===== src/rtl/ex_alu_stage_if.sv =====
// Bundle between the ID stage, the hazard unit and the EX/MEM consumers of ex_alu_stage.
// master drives the ID fields and pipeline controls; slave is the execute stage itself.
interface ex_alu_stage_if #(
   parameter int DW = 32
);
   logic          id_valid;
   logic [5:0]    id_alufun;
   logic          id_signed;
   logic [DW-1:0] id_a;
   logic [DW-1:0] id_b;
   logic [4:0]    id_shamt;
   logic [4:0]    id_rd;
   logic          id_regwrite;
   logic          stall;
   logic          flush;
   logic          hold;

   logic          ex_branch_taken;
   logic          exmem_valid;
   logic [DW-1:0] exmem_result;
   logic [4:0]    exmem_rd;
   logic          exmem_regwrite;
   logic          exmem_ovf;

   modport master (
      output id_valid, id_alufun, id_signed, id_a, id_b, id_shamt, id_rd, id_regwrite,
      output stall, flush, hold,
      input  ex_branch_taken, exmem_valid, exmem_result, exmem_rd, exmem_regwrite, exmem_ovf
   );

   modport slave (
      input  id_valid, id_alufun, id_signed, id_a, id_b, id_shamt, id_rd, id_regwrite,
      input  stall, flush, hold,
      output ex_branch_taken, exmem_valid, exmem_result, exmem_rd, exmem_regwrite, exmem_ovf
   );
endinterface


===== src/rtl/ex_alu_stage.sv =====
// MIPS execute stage: ID/EX register, ALUFun evaluation, branch resolution and EX/MEM register.
// Optional signed add/sub overflow trap is enabled by defining EX_OVERFLOW_TRAP_EN.
module ex_alu_stage (
   input logic           clk,
   input logic           reset,
   ex_alu_stage_if.slave bus
);
   localparam int DW = 32;

   localparam logic [5:0] FUN_ADD  = 6'b000000;
   localparam logic [5:0] FUN_SUB  = 6'b000001;
   localparam logic [5:0] FUN_AND  = 6'b011000;
   localparam logic [5:0] FUN_OR   = 6'b011110;
   localparam logic [5:0] FUN_XOR  = 6'b010110;
   localparam logic [5:0] FUN_NOR  = 6'b010001;
   localparam logic [5:0] FUN_PASA = 6'b011010;
   localparam logic [5:0] FUN_SLL  = 6'b100000;
   localparam logic [5:0] FUN_SRL  = 6'b100001;
   localparam logic [5:0] FUN_SRA  = 6'b100011;
   localparam logic [5:0] FUN_SLT  = 6'b110101;
   localparam logic [5:0] FUN_BEQ  = 6'b110011;
   localparam logic [5:0] FUN_BNE  = 6'b110001;
   localparam logic [5:0] FUN_BLEZ = 6'b111101;
   localparam logic [5:0] FUN_BLTZ = 6'b111011;
   localparam logic [5:0] FUN_BGTZ = 6'b111111;

   logic          idex_valid_q,    idex_valid_d;
   logic [5:0]    idex_alufun_q,   idex_alufun_d;
   logic          idex_signed_q,   idex_signed_d;
   logic [DW-1:0] idex_a_q,        idex_a_d;
   logic [DW-1:0] idex_b_q,        idex_b_d;
   logic [4:0]    idex_shamt_q,    idex_shamt_d;
   logic [4:0]    idex_rd_q,       idex_rd_d;
   logic          idex_regwrite_q, idex_regwrite_d;

   logic          exmem_valid_q,    exmem_valid_d;
   logic [DW-1:0] exmem_result_q,   exmem_result_d;
   logic [4:0]    exmem_rd_q,       exmem_rd_d;
   logic          exmem_regwrite_q, exmem_regwrite_d;
   logic          exmem_ovf_q,      exmem_ovf_d;

   logic [DW-1:0] alu_result;
   logic [DW-1:0] add_sum;
   logic [DW-1:0] sub_diff;
   logic          cond;
   logic          is_branch;
   logic          trap;

   // hold outranks flush, which outranks stall; a flushed slot is zeroed so it computes nothing
   always_comb begin
      idex_valid_d    = idex_valid_q;
      idex_alufun_d   = idex_alufun_q;
      idex_signed_d   = idex_signed_q;
      idex_a_d        = idex_a_q;
      idex_b_d        = idex_b_q;
      idex_shamt_d    = idex_shamt_q;
      idex_rd_d       = idex_rd_q;
      idex_regwrite_d = idex_regwrite_q;
      if (!bus.hold) begin
         if (bus.flush) begin
            idex_valid_d    = 1'b0;
            idex_alufun_d   = '0;
            idex_signed_d   = 1'b0;
            idex_a_d        = '0;
            idex_b_d        = '0;
            idex_shamt_d    = '0;
            idex_rd_d       = '0;
            idex_regwrite_d = 1'b0;
         end else if (!bus.stall) begin
            idex_valid_d    = bus.id_valid;
            idex_alufun_d   = bus.id_alufun;
            idex_signed_d   = bus.id_signed;
            idex_a_d        = bus.id_a;
            idex_b_d        = bus.id_b;
            idex_shamt_d    = bus.id_shamt;
            idex_rd_d       = bus.id_rd;
            idex_regwrite_d = bus.id_regwrite;
         end
      end
   end

   always_comb begin
      add_sum    = idex_a_q + idex_b_q;
      sub_diff   = idex_a_q - idex_b_q;
      alu_result = '0;
      cond       = 1'b0;
      is_branch  = 1'b0;
      case (idex_alufun_q)
         FUN_ADD:  alu_result = add_sum;
         FUN_SUB:  alu_result = sub_diff;
         FUN_AND:  alu_result = idex_a_q & idex_b_q;
         FUN_OR:   alu_result = idex_a_q | idex_b_q;
         FUN_XOR:  alu_result = idex_a_q ^ idex_b_q;
         FUN_NOR:  alu_result = ~(idex_a_q | idex_b_q);
         FUN_PASA: alu_result = idex_a_q;
         FUN_SLL:  alu_result = idex_b_q << idex_shamt_q;
         FUN_SRL:  alu_result = idex_b_q >> idex_shamt_q;
         FUN_SRA:  alu_result = $unsigned($signed(idex_b_q) >>> idex_shamt_q);
         FUN_SLT:  cond = ($signed(idex_a_q) < $signed(idex_b_q));
         FUN_BEQ: begin
            is_branch = 1'b1;
            cond      = (idex_a_q == idex_b_q);
         end
         FUN_BNE: begin
            is_branch = 1'b1;
            cond      = (idex_a_q != idex_b_q);
         end
         FUN_BLEZ: begin
            is_branch = 1'b1;
            cond      = idex_a_q[DW-1] || (idex_a_q == '0);
         end
         FUN_BLTZ: begin
            is_branch = 1'b1;
            cond      = idex_a_q[DW-1];
         end
         FUN_BGTZ: begin
            is_branch = 1'b1;
            cond      = !idex_a_q[DW-1] && (idex_a_q != '0);
         end
         default: begin
            alu_result = '0;
            cond       = 1'b0;
         end
      endcase
      if (is_branch || (idex_alufun_q == FUN_SLT)) begin
         alu_result = {{(DW-1){1'b0}}, cond};
      end
   end

`ifdef EX_OVERFLOW_TRAP_EN
   logic add_ovf;
   logic sub_ovf;

   // overflow when the result sign disagrees with operands that share (add) or differ in (sub) sign
   always_comb begin
      add_ovf = (idex_a_q[DW-1] == idex_b_q[DW-1]) && (add_sum[DW-1] != idex_a_q[DW-1]);
      sub_ovf = (idex_a_q[DW-1] != idex_b_q[DW-1]) && (sub_diff[DW-1] != idex_a_q[DW-1]);
      trap    = idex_valid_q && idex_signed_q &&
                (((idex_alufun_q == FUN_ADD) && add_ovf) ||
                 ((idex_alufun_q == FUN_SUB) && sub_ovf));
   end
`else
   logic unused_signed;

   assign unused_signed = idex_signed_q;
   assign trap          = 1'b0;
`endif

   // stall only bubbles EX/MEM; flush lets the branch already in EX complete
   always_comb begin
      exmem_valid_d    = exmem_valid_q;
      exmem_result_d   = exmem_result_q;
      exmem_rd_d       = exmem_rd_q;
      exmem_regwrite_d = exmem_regwrite_q;
      exmem_ovf_d      = exmem_ovf_q;
      if (!bus.hold) begin
         if (bus.stall) begin
            exmem_valid_d    = 1'b0;
            exmem_result_d   = '0;
            exmem_rd_d       = '0;
            exmem_regwrite_d = 1'b0;
            exmem_ovf_d      = 1'b0;
         end else begin
            exmem_valid_d    = idex_valid_q;
            exmem_result_d   = alu_result;
            exmem_rd_d       = idex_rd_q;
            exmem_regwrite_d = idex_regwrite_q && idex_valid_q && !trap;
            exmem_ovf_d      = trap;
         end
      end
   end

   always_ff @(posedge clk) begin
      if (reset) begin
         idex_valid_q     <= 1'b0;
         idex_alufun_q    <= '0;
         idex_signed_q    <= 1'b0;
         idex_a_q         <= '0;
         idex_b_q         <= '0;
         idex_shamt_q     <= '0;
         idex_rd_q        <= '0;
         idex_regwrite_q  <= 1'b0;
         exmem_valid_q    <= 1'b0;
         exmem_result_q   <= '0;
         exmem_rd_q       <= '0;
         exmem_regwrite_q <= 1'b0;
         exmem_ovf_q      <= 1'b0;
      end else begin
         idex_valid_q     <= idex_valid_d;
         idex_alufun_q    <= idex_alufun_d;
         idex_signed_q    <= idex_signed_d;
         idex_a_q         <= idex_a_d;
         idex_b_q         <= idex_b_d;
         idex_shamt_q     <= idex_shamt_d;
         idex_rd_q        <= idex_rd_d;
         idex_regwrite_q  <= idex_regwrite_d;
         exmem_valid_q    <= exmem_valid_d;
         exmem_result_q   <= exmem_result_d;
         exmem_rd_q       <= exmem_rd_d;
         exmem_regwrite_q <= exmem_regwrite_d;
         exmem_ovf_q      <= exmem_ovf_d;
      end
   end

   assign bus.ex_branch_taken = idex_valid_q && is_branch && cond;
   assign bus.exmem_valid     = exmem_valid_q;
   assign bus.exmem_result    = exmem_result_q;
   assign bus.exmem_rd        = exmem_rd_q;
   assign bus.exmem_regwrite  = exmem_regwrite_q;
   assign bus.exmem_ovf       = exmem_ovf_q;
endmodule

===== src/flat_wrapper.sv =====
// flat-port wrapper written by rule: the top's interface ports become plain ports
module ex_alu_stage_flat 
  (clk, reset, bus_id_valid, bus_id_alufun, bus_id_signed, bus_id_a, bus_id_b, bus_id_shamt, bus_id_rd, bus_id_regwrite, bus_stall, bus_flush, bus_hold, bus_ex_branch_taken, bus_exmem_valid, bus_exmem_result, bus_exmem_rd, bus_exmem_regwrite, bus_exmem_ovf);
  ex_alu_stage_if bus_i ();
  input logic clk;
  input logic reset;
  input wire logic [$bits(bus_i.id_valid)-1:0] bus_id_valid;
  input wire logic [$bits(bus_i.id_alufun)-1:0] bus_id_alufun;
  input wire logic [$bits(bus_i.id_signed)-1:0] bus_id_signed;
  input wire logic [$bits(bus_i.id_a)-1:0] bus_id_a;
  input wire logic [$bits(bus_i.id_b)-1:0] bus_id_b;
  input wire logic [$bits(bus_i.id_shamt)-1:0] bus_id_shamt;
  input wire logic [$bits(bus_i.id_rd)-1:0] bus_id_rd;
  input wire logic [$bits(bus_i.id_regwrite)-1:0] bus_id_regwrite;
  input wire logic [$bits(bus_i.stall)-1:0] bus_stall;
  input wire logic [$bits(bus_i.flush)-1:0] bus_flush;
  input wire logic [$bits(bus_i.hold)-1:0] bus_hold;
  output wire logic [$bits(bus_i.ex_branch_taken)-1:0] bus_ex_branch_taken;
  output wire logic [$bits(bus_i.exmem_valid)-1:0] bus_exmem_valid;
  output wire logic [$bits(bus_i.exmem_result)-1:0] bus_exmem_result;
  output wire logic [$bits(bus_i.exmem_rd)-1:0] bus_exmem_rd;
  output wire logic [$bits(bus_i.exmem_regwrite)-1:0] bus_exmem_regwrite;
  output wire logic [$bits(bus_i.exmem_ovf)-1:0] bus_exmem_ovf;
  assign bus_i.id_valid = bus_id_valid;
  assign bus_i.id_alufun = bus_id_alufun;
  assign bus_i.id_signed = bus_id_signed;
  assign bus_i.id_a = bus_id_a;
  assign bus_i.id_b = bus_id_b;
  assign bus_i.id_shamt = bus_id_shamt;
  assign bus_i.id_rd = bus_id_rd;
  assign bus_i.id_regwrite = bus_id_regwrite;
  assign bus_i.stall = bus_stall;
  assign bus_i.flush = bus_flush;
  assign bus_i.hold = bus_hold;
  assign bus_ex_branch_taken = bus_i.ex_branch_taken;
  assign bus_exmem_valid = bus_i.exmem_valid;
  assign bus_exmem_result = bus_i.exmem_result;
  assign bus_exmem_rd = bus_i.exmem_rd;
  assign bus_exmem_regwrite = bus_i.exmem_regwrite;
  assign bus_exmem_ovf = bus_i.exmem_ovf;
  ex_alu_stage u_core (.clk(clk), .reset(reset), .bus(bus_i));
endmodule

===== config.mk =====
export PLATFORM = sky130hd
export DESIGN_NAME = ex_alu_stage_flat
export DESIGN_NICKNAME = d
export VERILOG_FILES = /design/src/rtl/ex_alu_stage_if.sv /design/src/rtl/ex_alu_stage.sv /design/src/flat_wrapper.sv
export SDC_FILE = /design/constraint.sdc
export NUM_CORES = 1
export LEC_CHECK = 0
export ABC_AREA = 1
export BUFFER_PORTS_ARGS = -buffer_cell sky130_fd_sc_hd__buf_2
export CORE_ASPECT_RATIO = 1.1
export CORE_MARGIN = 2
export CORE_UTILIZATION = 57
export DETAILED_ROUTE_END_ITERATION = 8
export HOLD_SLACK_MARGIN = 0.15
export PLACE_DENSITY_LB_ADDON = 0.3
export SYNTH_ARGS = -nofsm -noshare
export SYNTH_HDL_FRONTEND = slang
export SYNTH_SLANG_ARGS = --single-unit

===== constraint.sdc =====
create_clock -name clk -period 2.5 [get_ports clk]
set_clock_uncertainty 0.1 [all_clocks]
set_input_delay 0.375 -clock clk [delete_from_list [all_inputs] [get_ports clk]]
set_output_delay 0.375 -clock clk [all_outputs]
set_load 0.02 [all_outputs]

==> report_table.html, run 1 <==
<table>
<tr><th>Metric</th><th>Value</th></tr>
<tr><th colspan="2">Run status</th></tr>
<tr><td>Run status</td><td>stopped before the end</td></tr>
<tr><td>Stopped at</td><td>5_1_grt</td></tr>
<tr><td>Error</td><td>[ERROR GRT-0232] Routing congestion too high. Check the congestion heatmap in the GUI.</td></tr>
<tr><th colspan="2">Place</th></tr>
<tr><td>Dpl cell area</td><td>19300 sq um</td></tr>
<tr><td>Number of cells after detailed placement</td><td>3579</td></tr>
<tr><td>Gpl congestion</td><td>1.14</td></tr>
<tr><td># port buffers</td><td>126</td></tr>
<tr><td>Post-place setup slack</td><td>-0.290 ns</td></tr>
<tr><td>Half-perimeter wire length after placement</td><td>59000 um</td></tr>
<tr><th colspan="2">Yosys</th></tr>
<tr><td>Avg Cell Area, Syn</td><td>5.49 sq um</td></tr>
<tr><td>Number of synthesized flops with an enable pin</td><td>0</td></tr>
<tr><td>Share of synthesized area occupied by flip-flops and latches</td><td>15.6%</td></tr>
<tr><td>Ys async rst share</td><td>0%</td></tr>
<tr><td>Leading area contributor after synthesis</td><td>sky130_fd_sc_hd__nand2_1</td></tr>
<tr><td>Number of distinct library cells after synthesis</td><td>47</td></tr>
<tr><td>Share of the synthesized area in the top cell type</td><td>21.7%</td></tr>
<tr><td>Cells after synthesis</td><td>2824</td></tr>
<tr><td>Top cells by area in the synthesized netlist</td><td>sky130_fd_sc_hd__nand2_1 (22%), sky130_fd_sc_hd__dfxtp_1 (16%), sky130_fd_sc_hd__nand3_1 (15%)</td></tr>
<tr><td>Flops &amp; latches, synth</td><td>121</td></tr>
<tr><td>Cell area after synthesis</td><td>15500 sq um</td></tr>
<tr><td>Post-synth net total</td><td>3028</td></tr>
<tr><td>Ys flop type</td><td>sky130_fd_sc_hd__dfxtp_1</td></tr>
<tr><td>Yosys warns</td><td>0</td></tr>
<tr><th colspan="2">Global routing</th></tr>
<tr><td>Largest net degree at the start of global routing</td><td>91</td></tr>
<tr><td>Total global routing track utilization</td><td>78.2%</td></tr>
<tr><td>GRT Residual Overflow</td><td>281</td></tr>
<tr><th colspan="2">Timing</th></tr>
<tr><td>Endpoint with the least setup slack after the last global-route repair</td><td>bus_ex_branch_taken</td></tr>
<tr><td>Type of the worst endpoint after the last repair</td><td>top-level output</td></tr>
<tr><th colspan="2">Clock network</th></tr>
<tr><td>Worst-case clock buffer depth</td><td>2</td></tr>
<tr><td>Clock buffer count from CTS</td><td>17</td></tr>
<tr><td>Total number of H-tree levels</td><td>4</td></tr>
<tr><td>Number of clock sinks</td><td>121</td></tr>
<tr><td>CTS Root Buffer Type</td><td>sky130_fd_sc_hd__clkbuf_16</td></tr>
<tr><th colspan="2">Floorplanning</th></tr>
<tr><td>Initial core utilization</td><td>57.7%</td></tr>
<tr><td>Row count</td><td>63</td></tr>
<tr><td>Floorplan die height</td><td>177 um</td></tr>
<tr><td>Die span in x</td><td>161 um</td></tr>
<tr><td>Boundary pin count</td><td>129</td></tr>
</table>
[logic make-up after synthesis]
| kind of cell | after synthesis | share of synthesized area (%) |
|---|---|---|
| compound gates | 362 | 12.9 |
| xor+xnor | 4 | 0.226 |
| fa+ha+maj | 116 | 9.46 |
| buf+inv | 457 | 11.8 |
| flops | 121 | 15.6 |
| other cells | 1 | 0.0242 |
| simple gates | 1763 | 50.0 |
[repair_timing]
| action | CTS |
|---|---|
| buffers inserted | 8 |
| hold endpoints to repair | 55 |
| pin swaps | 22 |
| resized for setup | 87 |
| setup endpoints to repair | 32 |
| hold buffers | 55 |
[through the flow]
step | util (%) | setup TNS, ns
after floorplan | - | 0
after global placement | 71.7 | -0.776
after detailed placement | 71.7 | -1.86
after CTS | 77.4 | -0.451
[Yosys cell counts, drive strengths merged (15+ instances only)]
master	count
and2	15
nand4	32
o211ai	27
nand2	901
inv	314
or2	77
nand3	481
buf	71
a21oi	201
o21ai	92
nor2	214
ha	114
nor3	24
dfxtp	121
clkbuf	70
[per-layer routing]
| metal | global-route usage [%] | GRT overflow |
|---|---|---|
| met4 | 81.1 | 95 |
| met3 | 60.8 | 6 |
| met1 | 76.6 | 2 |
| met2 | 97.7 | 178 |
| met5 | 23.8 | 0 |
==> run 2: changes to the inputs <==
--- a/config.mk
+++ b/config.mk
@@ -7,12 +7,10 @@
 export LEC_CHECK = 0
 export ABC_AREA = 1
 export BUFFER_PORTS_ARGS = -buffer_cell sky130_fd_sc_hd__buf_2
-export CORE_ASPECT_RATIO = 1.1
 export CORE_MARGIN = 2
-export CORE_UTILIZATION = 57
+export CORE_UTILIZATION = 40
 export DETAILED_ROUTE_END_ITERATION = 8
-export HOLD_SLACK_MARGIN = 0.15
-export PLACE_DENSITY_LB_ADDON = 0.3
+export PLACE_DENSITY_LB_ADDON = 0.15
 export SYNTH_ARGS = -nofsm -noshare
 export SYNTH_HDL_FRONTEND = slang
 export SYNTH_SLANG_ARGS = --single-unit
==> constraint.sdc (replaced) <==
create_clock -name clk -period 3.2 [get_ports clk]
set_clock_uncertainty 0.1 [all_clocks]
set_input_delay 0.48 -clock clk [delete_from_list [all_inputs] [get_ports clk]]
set_output_delay 0.48 -clock clk [all_outputs]
set_load 0.02 [all_outputs]
==> run 2 against run 1 <==
Net effect:
- the run now ends clean
- area after synthesis stayed put
- synthesized cell count stayed put
==> report_table.html, run 2 <==
<table>
<tr><th>Metric</th><th>Value</th></tr>
<tr><th colspan="2">Run status</th></tr>
<tr><td>Run status</td><td>completed</td></tr>
<tr><th colspan="2">Power and ir drop</th></tr>
<tr><td>Switching power total</td><td>0.00213 W</td></tr>
<tr><td>Comb pwr share</td><td>34.0%</td></tr>
<tr><td>Leak pwr</td><td>9.40 nW</td></tr>
<tr><td>Power per unit of standard cell area</td><td>286 nW/um^2</td></tr>
<tr><td>Max VDD drop</td><td>0.393 mV</td></tr>
<tr><td>Power share of the sequential group</td><td>28.7%</td></tr>
<tr><td>Power Internal</td><td>0.00335 W</td></tr>
<tr><td>Clk pwr share</td><td>37.3%</td></tr>
<tr><td>Overall Power</td><td>0.00548 W</td></tr>
<tr><td>Net switching fraction of the power</td><td>38.9%</td></tr>
<tr><th colspan="2">Layout</th></tr>
<tr><td>Top library cells by usage in the layout, fill and taps aside</td><td>sky130_fd_sc_hd__nand2_1 (876), sky130_fd_sc_hd__nand3_1 (473), sky130_fd_sc_hd__inv_1 (262)</td></tr>
<tr><td>Post-route standard cell area excluding fillers</td><td>19200 sq um</td></tr>
<tr><td>Proportion of layout cells with a drive suffix above 1</td><td>20.7%</td></tr>
<tr><td>Number of filler cells placed in the layout</td><td>4189</td></tr>
<tr><td>Non-Filler Instances</td><td>3552</td></tr>
<tr><td>Post-layout nets</td><td>3224</td></tr>
<tr><td>Most common cell after layout, fill and taps aside</td><td>sky130_fd_sc_hd__nand2_1</td></tr>
<tr><td>Post-synthesis to final-layout area growth</td><td>23.6%</td></tr>
<tr><th colspan="2">Global routing</th></tr>
<tr><td>Total global routing track utilization</td><td>38.8%</td></tr>
<tr><td>GRT Residual Overflow</td><td>0</td></tr>
<tr><td>Via count of the first global-routing pass</td><td>18900</td></tr>
<tr><td>Largest net degree at the start of global routing</td><td>90</td></tr>
<tr><td>Antenna violations before repair</td><td>6</td></tr>
<tr><td>Global-route wire length before repair</td><td>117000 um</td></tr>
<tr><th colspan="2">Critical path</th></tr>
<tr><td>Slowest Stage Delay on Critical Path</td><td>0.37 ns</td></tr>
<tr><td>FF-to-FF End</td><td>u_core.bus.exmem_result[24]</td></tr>
<tr><td>Critical path destination</td><td>bus_ex_branch_taken</td></tr>
<tr><td>Critical path buffer and inverter count</td><td>3</td></tr>
<tr><td>FF-to-FF setup slack</td><td>0.11 ns</td></tr>
<tr><td>Critical path class</td><td>reg -&gt; out</td></tr>
<tr><td>Crit-path cells</td><td>inv_2 &gt; ha_4 &gt; fa_2 &gt; inv_2 &gt; nand2_2 &gt; nand3_4 &gt; nand2_2 &gt; nand3_4 &gt; nand2_4 &gt; nand2_4 &gt; nand2_4 &gt; nand3_2 &gt; nand3_2 &gt; nand2_2 &gt; nand2_2 &gt; nor2_2 &gt; buf_6</td></tr>
<tr><td>Category of the worst setup path capture point</td><td>primary output</td></tr>
<tr><td>Reg-to-Reg Start</td><td>u_core.idex_a_q[15]</td></tr>
<tr><td>Stages on worst setup path</td><td>17</td></tr>
<tr><td>Highest fanout seen on the critical path</td><td>3</td></tr>
<tr><td>Top cell family by delay on the critical path</td><td>simple AND/OR/NAND/NOR gates</td></tr>
<tr><td>Slowest-stage cell, CP</td><td>sky130_fd_sc_hd__fa_2</td></tr>
<tr><td>Arrival time at the worst endpoint</td><td>2.59 ns</td></tr>
<tr><td>Required time at the endpoint of the critical path</td><td>2.62 ns</td></tr>
<tr><td>CP startpoint kind</td><td>flop</td></tr>
<tr><td>Cell occurring most often along the worst timing path</td><td>sky130_fd_sc_hd__nand2_2</td></tr>
<tr><td>Worst Setup SP</td><td>u_core.idex_a_q[0]</td></tr>
<tr><td>Reg2Reg Depth</td><td>25</td></tr>
<tr><th colspan="2">Clock network</th></tr>
<tr><td>Number of clock sinks</td><td>121 (unchanged)</td></tr>
<tr><td>Total number of H-tree levels</td><td>4 (unchanged)</td></tr>
<tr><td>Worst-path clk slew</td><td>0.06 ns</td></tr>
<tr><td>Quantity of hold-fixing buffers added after cts</td><td>0 (-100%)</td></tr>
<tr><td>Clock buffer count from CTS</td><td>17 (unchanged)</td></tr>
<tr><td>CTS Root Buffer Type</td><td>sky130_fd_sc_hd__clkbuf_16</td></tr>
<tr><td>Worst-case clock buffer depth</td><td>2 (unchanged)</td></tr>
<tr><td>CTS tree</td><td>yes</td></tr>
<tr><td>Clock latency at the later pin of the worst-skew pair</td><td>0.48 ns</td></tr>
<tr><th colspan="2">Yosys</th></tr>
<tr><td>Ys flop type</td><td>sky130_fd_sc_hd__dfxtp_1</td></tr>
<tr><td>Ys async rst share</td><td>0% (unchanged)</td></tr>
<tr><td>Share of synthesized area occupied by flip-flops and latches</td><td>15.6% (unchanged)</td></tr>
<tr><td>Cells after synthesis</td><td>2824 (unchanged)</td></tr>
<tr><td>Leading cell types by count after synthesis</td><td>sky130_fd_sc_hd__nand2_1 (896), sky130_fd_sc_hd__nand3_1 (480), sky130_fd_sc_hd__inv_1 (303), sky130_fd_sc_hd__a21oi_1 (200), sky130_fd_sc_hd__nor2_1 (197)</td></tr>
<tr><td>Leading area contributor after synthesis</td><td>sky130_fd_sc_hd__nand2_1</td></tr>
<tr><td>Number of distinct library cells after synthesis</td><td>47 (unchanged)</td></tr>
<tr><td>Library cell with the highest instance count after synthesis</td><td>sky130_fd_sc_hd__nand2_1</td></tr>
<tr><td>Post-synth net total</td><td>3028 (unchanged)</td></tr>
<tr><td>Share of the synthesized area in the top cell type</td><td>21.7% (unchanged)</td></tr>
<tr><td>Avg Cell Area, Syn</td><td>5.49 sq um (unchanged)</td></tr>
<tr><td>Flops &amp; latches, synth</td><td>121 (unchanged)</td></tr>
<tr><td>Number of synthesized flops with an enable pin</td><td>0 (unchanged)</td></tr>
<tr><td>Yosys warns</td><td>0 (unchanged)</td></tr>
<tr><td>Cell area after synthesis</td><td>15500 sq um (unchanged)</td></tr>
<tr><td>Top cells by area in the synthesized netlist</td><td>sky130_fd_sc_hd__nand2_1 (22%), sky130_fd_sc_hd__dfxtp_1 (16%), sky130_fd_sc_hd__nand3_1 (15%)</td></tr>
<tr><th colspan="2">Timing</th></tr>
<tr><td>Setup-violating endpoint count in the final report</td><td>0</td></tr>
<tr><td>Max-slew violation total from the final report</td><td>0</td></tr>
<tr><td>Max_slew headroom</td><td>46.4%</td></tr>
<tr><td>Min Tclk post-route</td><td>3.17 ns</td></tr>
<tr><td>Final Hold Violating Endpoints</td><td>0</td></tr>
<tr><td>Ratio of final minimum period to clock period</td><td>99.0%</td></tr>
<tr><td>Slack of the critical path</td><td>0.0323 ns</td></tr>
<tr><td>Worst slew pin tran</td><td>0.796 ns</td></tr>
<tr><td>Hold slack final</td><td>0.165 ns</td></tr>
<tr><td>Timing-limited maximum frequency</td><td>316 MHz</td></tr>
<tr><td>Unrepaired setup endpoints after global routing</td><td>true</td></tr>
<tr><th colspan="2">Routing</th></tr>
<tr><td>Final routed DRC violation total</td><td>0</td></tr>
<tr><td>Via density per instance</td><td>5.73</td></tr>
<tr><td>Met3 Routed Length</td><td>7610 um</td></tr>
<tr><td>Via Count</td><td>20300</td></tr>
<tr><td>Wire length on met2</td><td>34800 um</td></tr>
<tr><td>DRT Pass-1 Iters</td><td>8</td></tr>
<tr><td>Top layer in use</td><td>met5</td></tr>
<tr><td>Met1 WL</td><td>33400 um</td></tr>
<tr><td>Residual antenna-violating net count after detailed routing</td><td>0</td></tr>
<tr><td>Per-cell routed wire length</td><td>22.6 um</td></tr>
<tr><td>Drt initial violations</td><td>2550</td></tr>
<tr><td>Routed WL</td><td>80300 um</td></tr>
<tr><th colspan="2">Floorplanning</th></tr>
<tr><td>Boundary pin count</td><td>129 (unchanged)</td></tr>
<tr><td>Row count</td><td>72 (+14%)</td></tr>
<tr><td>Initial core utilization</td><td>40.3% (-17 points)</td></tr>
<tr><td>Core Box Area</td><td>38500 sq um</td></tr>
<tr><td>Floorplan die height</td><td>201 um (+14%)</td></tr>
<tr><td>Die Footprint</td><td>40300 sq um</td></tr>
<tr><td>Die span in x</td><td>201 um (+25%)</td></tr>
<tr><th colspan="2">Place</th></tr>
<tr><td>Dpl cell area</td><td>17400 sq um (-9.7%)</td></tr>
<tr><td>Post-place setup slack</td><td>0.0982 ns (+0.388 ns)</td></tr>
<tr><td>Half-perimeter wire length after placement</td><td>63700 um (+8.0%)</td></tr>
<tr><td># port buffers</td><td>126 (unchanged)</td></tr>
<tr><td>Gpl congestion</td><td>1.07 (-6.2%)</td></tr>
<tr><td>Number of cells after detailed placement</td><td>3472 (-3.0%)</td></tr>
<tr><th colspan="2">Hold path</th></tr>
<tr><td>Type of the worst min-delay path</td><td>in -&gt; reg</td></tr>
<tr><th colspan="2">Run</th></tr>
<tr><td>Max cap viols</td><td>0</td></tr>
</table>
-- run 2: per-layer routing --
| layer | vias up | track usage [%] |
|---|---|---|
| li1 | 9550 | - |
| met1 | 9559 | 51.3 |
| met2 | 1015 | 60.7 |
| met3 | 208 | 7.47 |
| met4 | 8 | 18.7 |
| met5 | - | 0 |
-- run 2: what timing repair did --
action | in CTS | in global routing
buffers inserted | 23 | 24
pin swaps | 13 | 36
setup endpoints to repair | 1 | 3
gates resized for setup | 99 | 144
-- run 2: power by group through the flow --
stage | Clock, W | Sequential (W) | Combinational [W]
global placement | 0 | 0.00161 | 0.00158
floorplan | 0 | 0.00161 | 0.000917
global route | 0.00213 | 0.00158 | 0.00200
detailed placement | 0 | 0.00161 | 0.00159
finish | 0.00204 | 0.00157 | 0.00186
CTS | 0.00207 | 0.00158 | 0.00168
-- run 2: cell families (layout without fill, tap and decap cells) --
group,count (synthesis),count (layout),synth area share (%)
fa+ha+maj,116,116,9.46
buf+inv,457,666,11.8
xor+xnor,4,4,0.226
simple gates,1763,1763,50.0
other cells,1,2,0.0242
compound gates,362,362,12.9
flops,121,121,15.6
-- run 2: tightest hold or removal path, stage by stage --
cell and delay (ns):
sky130_fd_sc_hd__buf_2 0.10, sky130_fd_sc_hd__nand3_1 0.07, sky130_fd_sc_hd__a21oi_1 0.06
-- run 2: final cells by class --
type                    instances  area [sq um]  area share, %
flip-flops and latches        121          2530           13.2
repair buffers                318          2260           11.8
well taps                     518           648           3.38
inverters                     316          1200           6.24
multi-input cells            2246         11900           62.3
diodes                          1          2.50         0.0131
clock inverters                14           161          0.842
clock buffers                  18           429           2.24
-- run 2: how the worst min path moves through the flow --
stage	startpoint	to	slack, ns	depth (start not counted)
2_1_floorplan	u_core.idex_rd_q[0]	u_core.bus.exmem_rd[0]	0.34	2
3_3_place_gp	u_core.idex_rd_q[4]	u_core.bus.exmem_rd[4]	0.35	2
3_5_place_dp	u_core.bus.exmem_valid	u_core.bus.exmem_valid	0.35	2
4_1_cts	bus_id_a[9]	u_core.idex_a_q[9]	0.15	3
5_1_grt	bus_id_b[31]	u_core.idex_b_q[31]	0.16	3
6_report	bus_id_a[9]	u_core.idex_a_q[9]	0.16	3
-- run 2: per-stage QoR --
stage	setup TNS (ns)	utilization, %
after floorplan	0	-
after global placement	0	45.2
after detailed placement	0	45.2
after CTS	0	48.0
after global routing	-0.0884	49.8
final	0	49.8
Note: power is estimated with default switching activity, not from simulation.
